[config.mk]
export PLATFORM = sky130hd
export DESIGN_NAME = sketch_rmw_updater
export DESIGN_NICKNAME = d
export VERILOG_FILES = /design/src/rtl/sketch_rmw_updater.sv
export SDC_FILE = /design/constraint.sdc
export NUM_CORES = 1
export LEC_CHECK = 0
export CAP_MARGIN = 0
export CORE_MARGIN = 3
export CORE_UTILIZATION = 47
export CTS_CLUSTER_DIAMETER = 200
export DETAILED_ROUTE_END_ITERATION = 16
export MAX_ROUTING_LAYER = met4
export PLACE_DENSITY_LB_ADDON = 0.15
export REMOVE_ABC_BUFFERS = 1
export SLEW_MARGIN = 20
export SYNTH_ARGS = -nofsm -noshare
export SYNTH_HDL_FRONTEND = slang
export SYNTH_SLANG_ARGS = --single-unit
export TNS_END_PERCENT = 10
[constraint.sdc]
create_clock -name clk -period 5.4 [get_ports clk]
set_clock_uncertainty 0.1 [all_clocks]
set_input_delay 0.54 -clock clk [delete_from_list [all_inputs] [get_ports clk]]
set_output_delay 0.54 -clock clk [all_outputs]
set_load 0.02 [all_outputs]
[src/rtl/sketch_rmw_updater.sv]
// sketch_rmw_updater: read-modify-write front end for one sketch counter array
// held in a dual-port RAM. Port A reads the bucket, port B writes back the sum
// one cycle later. A one-deep forwarding register covers the back-to-back
// same-bucket case. The whole array is zero-swept after reset and on request.
//
// Optional build macro:
//   SKETCH_RMW_SAT_EN  counters saturate at all-ones instead of wrapping.
//
// Ports:
//   clk, rst_n             single clock (both RAM ports), async active-low reset
//   in_valid/in_ready      update handshake; in_addr bucket, in_inc increment
//   clear_req              1-cycle pulse requesting a full-array zero sweep
//   clear_busy             high while draining or sweeping
//   ram_wea/addra/dina     RAM port A (read-only, address = in_addr)
//   ram_douta              RAM port A registered read data
//   ram_web/addrb/dinb     RAM port B write
//   upd_cnt                completed updates since reset or last clear
module sketch_rmw_updater #(
    parameter int unsigned DPW   = 10,
    parameter int unsigned DW    = 64,
    parameter int unsigned INC_W = 16
) (
    input  logic             clk,
    input  logic             rst_n,
    input  logic             in_valid,
    output logic             in_ready,
    input  logic [DPW-1:0]   in_addr,
    input  logic [INC_W-1:0] in_inc,
    input  logic             clear_req,
    output logic             clear_busy,
    output logic             ram_wea,
    output logic [DPW-1:0]   ram_addra,
    output logic [DW-1:0]    ram_dina,
    input  logic [DW-1:0]    ram_douta,
    output logic             ram_web,
    output logic [DPW-1:0]   ram_addrb,
    output logic [DW-1:0]    ram_dinb,
    output logic [31:0]      upd_cnt
);

    localparam logic [DPW-1:0] CLR_LAST = {DPW{1'b1}};

    typedef enum logic [1:0] {
        ST_CLEAR = 2'd0,
        ST_RUN   = 2'd1,
        ST_DRAIN = 2'd2
    } state_t;

    state_t            state;
    state_t            state_nxt;
    logic              clr_arm;
    logic [DPW-1:0]    clr_ptr;
    logic              clr_adv;
    logic              s1_v;
    logic [DPW-1:0]    s1_addr;
    logic [INC_W-1:0]  s1_inc;
    logic              fwd_v;
    logic [DPW-1:0]    fwd_addr;
    logic [DW-1:0]     fwd_data;
    logic              fwd_hit;
    logic [DW-1:0]     base;
    logic [DW-1:0]     sum;
    logic              accept;
    logic              enter_clear;

    // Port A is a pure read port driven straight from the request.
    assign ram_wea   = 1'b0;
    assign ram_dina  = '0;
    assign ram_addra = in_addr;

    assign accept      = in_valid & in_ready;
    assign enter_clear = (state != ST_CLEAR) && (state_nxt == ST_CLEAR);

    // Last port B write wins over the RAM read, which is stale when the
    // previous cycle wrote the same bucket.
    assign fwd_hit = fwd_v && (fwd_addr == s1_addr);
    assign base    = fwd_hit ? fwd_data : ram_douta;

`ifdef SKETCH_RMW_SAT_EN
    logic [DW:0] sum_ext;
    assign sum_ext = {1'b0, base} + (DW+1)'(s1_inc);
    assign sum     = sum_ext[DW] ? {DW{1'b1}} : sum_ext[DW-1:0];
`else
    assign sum = base + DW'(s1_inc);
`endif

    // State register.
    always_ff @(posedge clk or negedge rst_n) begin
        if (!rst_n) begin
            state <= ST_CLEAR;
        end else begin
            state <= state_nxt;
        end
    end

    // Next state and port B / handshake decode. Port B address and data fall
    // back to the forwarding register, which equals the last write issued.
    always_comb begin
        state_nxt  = state;
        in_ready   = 1'b0;
        clear_busy = 1'b1;
        ram_web    = 1'b0;
        ram_addrb  = fwd_addr;
        ram_dinb   = fwd_data;
        clr_adv    = 1'b0;
        case (state)
            ST_CLEAR: begin
                // clr_arm keeps port B quiet between reset release and the first edge.
                if (clr_arm) begin
                    ram_web   = 1'b1;
                    ram_addrb = clr_ptr;
                    ram_dinb  = '0;
                    clr_adv   = 1'b1;
                    if (clr_ptr == CLR_LAST) begin
                        state_nxt = ST_RUN;
                    end
                end
            end
            ST_RUN: begin
                in_ready   = 1'b1;
                clear_busy = 1'b0;
                if (s1_v) begin
                    ram_web   = 1'b1;
                    ram_addrb = s1_addr;
                    ram_dinb  = sum;
                end
                if (clear_req) begin
                    state_nxt = ST_DRAIN;
                end
            end
            ST_DRAIN: begin
                // Retire the op accepted alongside clear_req, then sweep.
                if (s1_v) begin
                    ram_web   = 1'b1;
                    ram_addrb = s1_addr;
                    ram_dinb  = sum;
                end
                state_nxt = ST_CLEAR;
            end
            default: begin
                state_nxt = ST_CLEAR;
            end
        endcase
    end

    // Sweep pointer; restarts at zero on every entry into the sweep.
    always_ff @(posedge clk or negedge rst_n) begin
        if (!rst_n) begin
            clr_arm <= 1'b0;
            clr_ptr <= '0;
        end else begin
            clr_arm <= 1'b1;
            if (enter_clear) begin
                clr_ptr <= '0;
            end else if (clr_adv) begin
                clr_ptr <= clr_ptr + DPW'(1);
            end
        end
    end

    // Stage 1: accepted request waiting for its read data.
    always_ff @(posedge clk or negedge rst_n) begin
        if (!rst_n) begin
            s1_v    <= 1'b0;
            s1_addr <= '0;
            s1_inc  <= '0;
        end else begin
            s1_v <= accept;
            if (accept) begin
                s1_addr <= in_addr;
                s1_inc  <= in_inc;
            end
        end
    end

    // Forwarding register: captures every port B write, sweep writes included.
    always_ff @(posedge clk or negedge rst_n) begin
        if (!rst_n) begin
            fwd_v    <= 1'b0;
            fwd_addr <= '0;
            fwd_data <= '0;
        end else if (ram_web) begin
            fwd_v    <= 1'b1;
            fwd_addr <= ram_addrb;
            fwd_data <= ram_dinb;
        end
    end

    // Completed-update counter; an update completes in its write cycle.
    always_ff @(posedge clk or negedge rst_n) begin
        if (!rst_n) begin
            upd_cnt <= '0;
        end else if (enter_clear) begin
            upd_cnt <= '0;
        end else if (s1_v) begin
            upd_cnt <= upd_cnt + 32'd1;
        end
    end

endmodule
---- After elaboration in Yosys (flattened, before gate mapping) ----
Index checks and enable logic that the tools add are counted.
storage, ports and cells
  bits in registers ....................... 147
  input bits .............................. 94
  output and inout port bits .............. 184
cells by class
  $add $sub $neg .......................... 3
  eq/ne operators ......................... 4
  mux-type cells .......................... 21
  bitwise logic cells ..................... 1
  reductions and logical operators ........ 8
operator list
  operator               count
  $mux 64                3
  $pmux 64 s2            1
  $add 64x16->64         1
  $mux 32                2
  $mux 10                4
  $add 32x1->32 const B  1
  $pmux 10 s2            1
  $add 10x1->10 const B  1
  $eq 10x10->1           1
  $eq 10x10->1 const B   1
  $mux 2                 3
  $reduce_bool 2->1      3
  $mux 1                 5
  $logic_not 2->1        2
  $pmux 2 s2             1
  $eq 2x1->1 const B     1
  $eq 2x2->1 const B     1
  $logic_and 1x1->1      2
  $pmux 1 s2             1
  $reduce_or 2->1        1
  $and 1x1->1            1

---- Longest topological paths before layout ----
Gate-level depths: netlist of run 1.
  depth in word-level cells ............... 7
  mapped depth ............................ 22
  gate-level depth less buffers ........... 16

---- Worst setup path before layout of run 1 ----
No wires, ideal clock.
  path type ............................... register to output
  start point ............................. register s1_addr[3]
  end point ............................... output port ram_dinb[46]
  data arrival time ....................... 4.671 ns
  required time ........................... 4.760 ns
  slack ................................... 0.089 ns
  stages on the path, launching flop included .. 18
  buffers on the path ..................... 3
  path through ............................ dfrtp_1 xnor2_1 nand4_1 nor3_4 buf_2 clkbuf_1 clkbuf_1 nand2_1 nand2_1 ha_1 inv_1 fa_1 nor2b_1 o2111ai_1 a21oi_1 o22ai_1 a211o_1 o311ai_0
between the ends
  word-level cells in the longest chain between the ends .. 6
ends and longest elaborated chain
  what                    line      source
  from (decl)             55        logic [DPW-1:0] s1_addr;
  from (signal assigned)  170       s1_addr <= in_addr;
  $eq 10x10->1            76        assign fwd_hit = fwd_v && (fwd_addr == s1_addr);
  $logic_and 1x1->1       76
  $mux 64                 77        assign base = fwd_hit ? fwd_data : ram_douta;
  $add 64x16->64          84        assign sum = base + DW'(s1_inc);
  $mux 64                 122, 133
  $pmux 64 s2             106       case (state)
  to (decl)               37        output logic [DW-1:0] ram_dinb,
No other way between the ends.

---- Worst setup path after layout of run 1 ----
  start point ............................. register fwd_addr[3]
  end point ............................... output port ram_dinb[45]
between the ends
  word-level cells in the longest chain between the ends .. 6
ends and longest elaborated chain
  what                    line      source
  from (decl)             58        logic [DPW-1:0] fwd_addr;
  from (signal assigned)  184       fwd_addr <= ram_addrb;
  $eq 10x10->1            76
  $logic_and 1x1->1       76
  $mux 64                 77
  $add 64x16->64          84
  $mux 64                 122, 133
  $pmux 64 s2             106
No other way between the ends.

==> results of run 1 <==
where the power goes:
part	switching (uW)	total, uW	internal (uW)
registers	49.5	1190	1140
logic	294	504	210
clock network	610	1240	629
total	953	2930	1980
area by class of cell:
| type | count | area (um2) | share of cell area [%] |
|---|---|---|---|
| multi-input combinational | 1178 | 7530 | 50.4 |
| sequential | 147 | 3680 | 24.6 |
| timing repair buffer | 282 | 2590 | 17.4 |
| clock buffer | 17 | 425 | 2.85 |
| tap | 324 | 405 | 2.71 |
| clock inverter | 15 | 179 | 1.20 |
| inverter | 32 | 120 | 0.804 |
| antenna | 1 | 2.50 | 0.0168 |
cells in the mapped netlist (6+ instances only):
master,instances,share of area (%)
ha_1,22,2.3
buf_2,17,0.73
or3_1,21,1.1
mux2_2,40,3.8
a22o_1,16,1.2
dfrtp_1,147,31
o21ai_1,7,0.30
o211ai_1,17,1.1
buf_1,7,0.22
nand2_1,188,6.0
nand4_1,56,3.0
a31oi_1,12,0.64
buf_4,77,4.9
mux2i_1,39,3.3
o31ai_1,9,0.58
clkbuf_1,49,1.6
a21o_1,33,2.1
inv_1,31,0.99
and4_1,18,1.3
and3_1,43,2.3
xor2_1,29,2.2
a32o_1,7,0.60
nor3_1,29,1.2
o21ai_0,94,4.0
a21oi_1,75,3.2
nand3_1,62,2.6
or4_1,6,0.38
o22ai_1,6,0.32
nand2b_1,7,0.37
nor4_1,9,0.48
a222oi_1,9,0.77
and2_1,16,0.85
nor2_1,108,3.5
xnor2_1,46,3.4
logic make-up (layout without fill, tap and decap cells):
group | after synthesis | count (layout) | synth area share [%]
other | 2 | 67 | 0.0641
adders and majority gates | 23 | 23 | 2.52
DFF | 147 | 147 | 31.4
AOI/OAI and AO/OA | 345 | 345 | 19.6
and+or+nand+nor | 589 | 590 | 25.2
muxes | 79 | 79 | 7.17
buffers and inverters | 182 | 346 | 8.48
xor gates and xnor gates | 75 | 75 | 5.60
metal layers:
metal / routed length [um] / part of all wire, %
met5: 0 / 0
met4: 1110 / 2.7
met3: 3560 / 8.8
met2: 18600 / 46
met1: 17300 / 43
flip-flops by register name (all words and copies together), names as in the netlist, 2 cells and up:
register	count
s1_inc	16
state	2
s1_addr	10
clr_ptr	10
upd_cnt	32
fwd_data	64
fwd_addr	10
placed cells by master, fill, tap and decap left out, types with 7 or more instances in the layout:
master and n:
nand2_1 188, clkdlybuf4s50_1 159, dfrtp_1 147, nor2_1 107, o21ai_0 87, a21oi_1 72, buf_4 67, conb_1 66
nand3_1 60, nand4_1 56, and3_1 43, mux2_2 40, mux2i_1 39, xnor2_1 37, a21o_1 33, inv_1 31
xor2_1 29, nor3_1 27, ha_1 22, or3_1 20, dlymetal6s2s_1 20, clkbuf_2 20, and4_1 18, o211ai_1 17
clkbuf_16 17, a22o_1 16, and2_1 15, o21ai_1 12, a31oi_1 12, dlygate4sd2_1 10, xnor2_2 9, o31ai_1 9
a222oi_1 9, nand2b_1 7, a32o_1 7, nor4_1 7
metrics by stage:
stage	instance area, um2	setup TNS, ps	hold slack [ps]	setup WS, ps
final	14900	0	-19.4	64.1
after global routing	14900	-469	37.8	-201
after CTS	14800	-497	36.9	-225
after detailed placement	14100	-153	382	-83.2
after global placement	14100	-19.2	375	-19.2
after floorplan	11100	-28.9	144	-27.2
worst reg2reg max path: stages, from the launching register on:
cell and delay, ps:
dfrtp_1 430, xnor2_2 230, nand4_1 190, buf_4 190, or3_4 460, nand2_1 100, nand2_1 50, ha_1 300
a21oi_1 170, o21ai_1 110, or4b_1 600, o22a_4 290, buf_6 180, xnor2_1 140, o211ai_1 130, a22o_1 240
mux2_2 270
worst paths after layout:
kind / cells past startpoint / to / from
min: 1 / fwd_data[36] / rst_n
max reg2reg: 16 / fwd_data[16] / fwd_addr[3]
max: 18 / ram_dinb[45] / fwd_addr[3]
min reg2reg: 2 / fwd_data[3] / fwd_data[3]
max in group asynchronous: 2 / upd_cnt[11] / rst_n
min in group clk: 2 / fwd_data[3] / fwd_data[3]
repair_timing:
item,in CTS,in global routing
resized for setup,49,95
pin swaps,2,9
cloned,0,1
endpoints found under the setup margin,51,53
setup buffers,1,6
==> impl_summary.md, run 1 <==
Pwr
Across the VDD grid, the largest voltage drop is 0.000163 V. The total power of the final layout is 2930 uW. For this design the ratio of total power to cell area is 196 nW/um2. For this design the static power due to leakage is 0.00704 uW.

Setup path
For this run, the slowest stage of the critical path takes 500 ps. STA classifies the critical path endpoint as an output pin. Counting both buffers and inverters, the worst setup path holds a total of 4.

The critical path's slowest cell is or3_4. The cell family with the largest share of critical-path delay is simple AND/OR/NAND/NOR gates. Traced cell by cell, the critical path runs through xnor2_2 -> nand4_1 -> or3_4 -> buf_4 -> nand2_1 -> nand2_1 -> ha_1 -> a21o_1 -> and4_1 -> o211ai_1 -> buf_4 -> o211ai_1 -> nand2_1 -> a2111oi_4 -> buf_4 -> xor2_1 -> a221o_1 -> dlygate4sd2_1. The flop-to-flop setup slack is 1110 ps.

In this run the worst path has a maximum fanout of 8. The type of the worst setup path is reg2out. At the worst endpoint, the arrival time is 4700 ps. The data required time at the worst endpoint is 4760 ps. The category of the worst setup path launch point is a register.

STA
The final count of hold timing violations is 6. The worst hold slack is -19.4 ps. Setup violations remaining at the end of the flow were counted as 0. The final count of pins violating max slew is 0. In this run the tightest slew margin relative to its limit is 27.8%.

The post-route clock period utilization is 98.8%. Setup repair after global routing could not meet its margin everywhere. The post-route minimum period is 5340 ps. The measured slew at the worst slew-check pin is 1080 ps. The maximum frequency from static timing analysis is 187 MHz.

Route
In this run the remaining antenna-violating nets after routing total 0. The via density per instance is 6.06. The aggregate routed wire length is 40600 um. In this run, the number of DRC markers left after iteration 0 of detailed routing was 1347. The final route contains 12100 vias. The first TritonRoute pass finished after 7 iterations. The per-cell routed wire length is 20.3 um. The number of DRC violations after detailed routing is 0.

Floorplan
The number of I/O pins is 278. The floorplan step defined a die boundary enclosing 26900 um2. The die span in x is 164 um. The die boundary height is 164 um. The row count is 57.

The core region is 24400 um2. For this configuration, the core starts out at a cell density of 48.1%.

Logic synthesis
The sequential cell area fraction in the yosys report is 31.4%. The count of flip-flops with a built-in enable after synthesis is 0. The most common flop cell mapped by yosys is dfrtp_1. The synthesized area per cell is 8.13 um2. The number of distinct library cell variants in the gate-level netlist after synthesis is 78. The post-synthesis sequential element count is 147. The post-synth design cell area is 11700 um2. The async set-reset flop share out of synthesis is 100%. The Yosys step of the flow raised 0 warnings. Synthesis handed over a netlist of 1442 instances.

Global route
Global routing used 5.52% of the available met3 tracks. The number of global-route vias before repair was 11600. The all-layer global routing usage is 30.3%. After global routing the overflow that remains totals 0. The largest net degree at the start of global routing is 69. Global routing consumed, on the met1 layer, 40.6% of the routing resources. The layer carrying the most global-route usage is met2.

The met2 demand-to-capacity share in global routing is 46.8%. The initial antenna violation count came to 0. The first-pass GRT wire length is 62700 um.

Cells and area
The area growth from synthesis to layout is 27.4%. The count of cells in the finished layout, fillers not included, comes to 1996. The count of fill cells added during filler insertion is 2201. The final layout contains 1775 nets.

For this run, the share of the core covered by cells in the final layout is 61.2%. The layout cell share with drive strength beyond 1 is 13.2%.

Placement
After legalization and detailed placement, the total HPWL measured 29100 um. Input and output buffers added on the ports amount to 212. At the end of routability-driven placement, the weighted congestion stood at 0.955. The number of placed cells counting well taps is 1955.

Clocking
The number of CTS-inserted buffers is 17. The clock input transition at the sequential cells of the worst setup and hold paths is 80 ps. The quantity of hold-fixing buffers added after cts is 0. The clock tree from TritonCTS is built. The clock latency on the worst-skew pair is 450 ps. The cell at the root of the clock tree is clkbuf_16.

The clock passes through at most 2 buffers. For this design, the sink count on the clock tree is 147. The H-tree generated during clock tree synthesis spans 4 levels.

Status
The checks that failed: negative hold slack. The flow ran to the end, but the final reports show violations.

Hold path
The worst hold path belongs to the class in2async.

Run
The number of max-cap violations is 0.
Note: power is estimated with default switching activity, not from simulation.
==> inputs of run 2 (changes only) <==
CORE_UTILIZATION = 50   (was 47)
DONT_BUFFER_PORTS = 1   (was default)
==> impl_summary.md, run 2 (same netlist as run 1, synthesis figures left out) <==
Cells and area
Leaving out fill and tap cells, the most frequent cell in the layout is nand2_1. In the final layout, the registers with the most flip-flops are fwd_data x64, upd_cnt x32, s1_inc x16. The register with the most flip-flops in the layout has 64 of them. The layout-stage area growth over the synthesis result is 9.99%. More flip-flops sit in one register than any other, and that register is fwd_data.

Excluding fillers, the count of instances in the completed layout stands at 1774. The layout cell share with drive strength beyond 1 is 13.8%. The count of fill cells added during filler insertion is 2200.

Cells fill 56.4% of the core in the end. The sequential cells in the finished layout cover a total of 3680 um2. The total number of nets in the final design is 1563. With fillers left out, the area of the finished cells amounts to 12900 um2. The multi-input combinational cells in the finished layout cover a total of 7520 um2.

Leaving out fill and tap cells, the most frequent cells in the layout are 188 x nand2_1, 147 x dfrtp_1, 107 x nor2_1.

Global route
Global routing used 30.0% of the available tracks. The initial antenna violation count was 2. The first global-routing pass estimated 59500 um of wire.

For this run the aggregate overflow at the end of global routing stands at 0. Entering global routing, the biggest net connects 148 pins. The number of global-route vias before repair came to 10400.

Route
Summed over all layers, the routed wires come to 38700 um. Dividing the detail-routed wire length by the instance count gives 21.8 um. After detailed routing, the number of vias per cell comes to 6.30. The total via count after detailed routing is 11200. The number of violations reported at the end of detailed-routing iteration 0 is 1441.

The pre-antenna-repair detailed-routing pass consisted of 7 iterations. For this run, design rule violations remaining after detail routing come to 0. The number of routed nets with antenna violations is 0.

Clocking
The number of H-tree levels is 4. The buffer depth of the longest clock path is 2. The clock tree from TritonCTS is built. The clock drives 147 sinks. Counting the buffers created by CTS gives 17. The clock reaches the later pin of the worst-skew pair after 440 ps. The clock input transition at the sequential cells of the worst setup and hold paths is 80 ps.

The root buffer cell chosen for the clock tree is clkbuf_16.

Floorplan
The row count is 55. The placeable core region is 22800 um2. The die covers 25300 um2. For this configuration, the core starts out at a cell density of 51.3%. During I/O placement, the number of pins put on the boundary was 278. The floorplan step set the die width to 159 um. The die boundary height is 159 um.

Placement
The post-detailed-placement half-perimeter wirelength is 27400 um. The post-placement cell area is 11900 um2. The count of input and output buffers is 0. Counting tap cells, the placed design contains a total of 1725 instances. The placer's final routability congestion estimate is 0.957.

STA
In the final timing run, aggregate negative setup slack is 0 ps. The measured slew at the worst slew-check pin is 1050 ps. The worst path needs 5240 ps of the cycle, external delays included. Based on the critical path, the design can be clocked at up to 191 MHz. The final count of pins violating max slew is 0.

The post-route clock period utilization is 97.1%. Headroom to the max-slew limit came out at 29.2%. Setup violations remaining at the end of the flow were counted as 0. Setup repair after global routing could not meet its margin everywhere. The worst hold slack is -20.6 ps. The final count of hold timing violations is 12.

Setup path
The critical path arrival is 4600 ps. STA classifies the critical path endpoint as an output pin. The data required time at the worst endpoint is 4760 ps. STA classifies the critical path startpoint as a register. The critical path is of the reg2out type. The biggest fanout along the worst timing path is 10.

Hold path
The kind of path behind the tightest hold check is in2async.

Run
The tool flagged a number of max-cap violations equal to 0.

Pwr
For this design the ratio of total power to cell area is 215 nW/um2. The worst-case vdd ir drop is 0.000182 V. The leakage power is 0.00586 uW.

Status
The flow ran to the end, but the final reports show violations. The final reports fail on negative hold slack.
-- run 2: what timing repair did --
item,in CTS,in global routing
hold endpoints to repair,147,0
cloned,0,1
setup endpoints to repair,37,43
pin swaps,0,9
buffers inserted,0,13
hold buffers,1,0
resized for setup,6,35
-- run 2: worst max-delay path: stages, from the launching register on --
cell,delay (ps)
dfrtp_1,420
xnor2_2,210
nand4_1,280
or3_4,520
buf_4,160
nand2_1,50
nand2_1,80
ha_1,280
a21o_1,170
and4_1,210
o211ai_1,330
o211a_2,390
a211oi_4,70
buf_4,190
a211oi_1,230
a31oi_1,90
a32o_1,320
buf_4,160
-- run 2: layout make-up --
class | instances | share of cell area (%)
clock inverter | 14 | 1.23
sequential | 147 | 28.5
timing repair buffer | 70 | 4.48
inverter | 32 | 0.932
tap | 313 | 3.04
multi-input combinational | 1178 | 58.3
antenna | 2 | 0.0388
clock buffer | 18 | 3.41
-- run 2: worst paths after layout --
kind | from | endpoint | slack (ps) | depth (start not counted)
min in group clk | in_inc[8] | s1_inc[8] | 150 | 1
hold / removal | rst_n | fwd_data[20] | -20 | 1
setup / recovery | fwd_addr[4] | ram_dinb[57] | 160 | 17
setup reg to reg | fwd_addr[4] | fwd_data[36] | 1010 | 18
hold reg to reg | fwd_data[6] | fwd_data[6] | 410 | 2
max in group asynchronous | rst_n | upd_cnt[10] | 4580 | 1
-- run 2: metal layers --
| layer | vias to the layer above | routed length [um] | track usage [%] |
|---|---|---|---|
| met3 | 88 | 4120 | 7.67 |
| met1 | 5347 | 16200 | 39.8 |
| met5 | - | 0 | - |
| met4 | 0 | 927 | 9.67 |
| met2 | 598 | 17400 | 45.1 |
| li1 | 5148 | - | - |
-- run 2: metrics by stage --
stage               power (uW)  setup WS (ps)
floorplan                 1440          -27.2
global placement          1510            300
detailed placement        1510            135
CTS                       2770          -31.0
global route              2880          -51.4
finish                    2780            156
-- run 2: where the power goes --
group / total, uW / internal [uW] / leakage, uW / switching (uW)
sequential: 1190 / 1140 / 0.00199 / 49.2
clock: 1240 / 671 / 0.000292 / 565
combinational: 355 / 109 / 0.00357 / 246
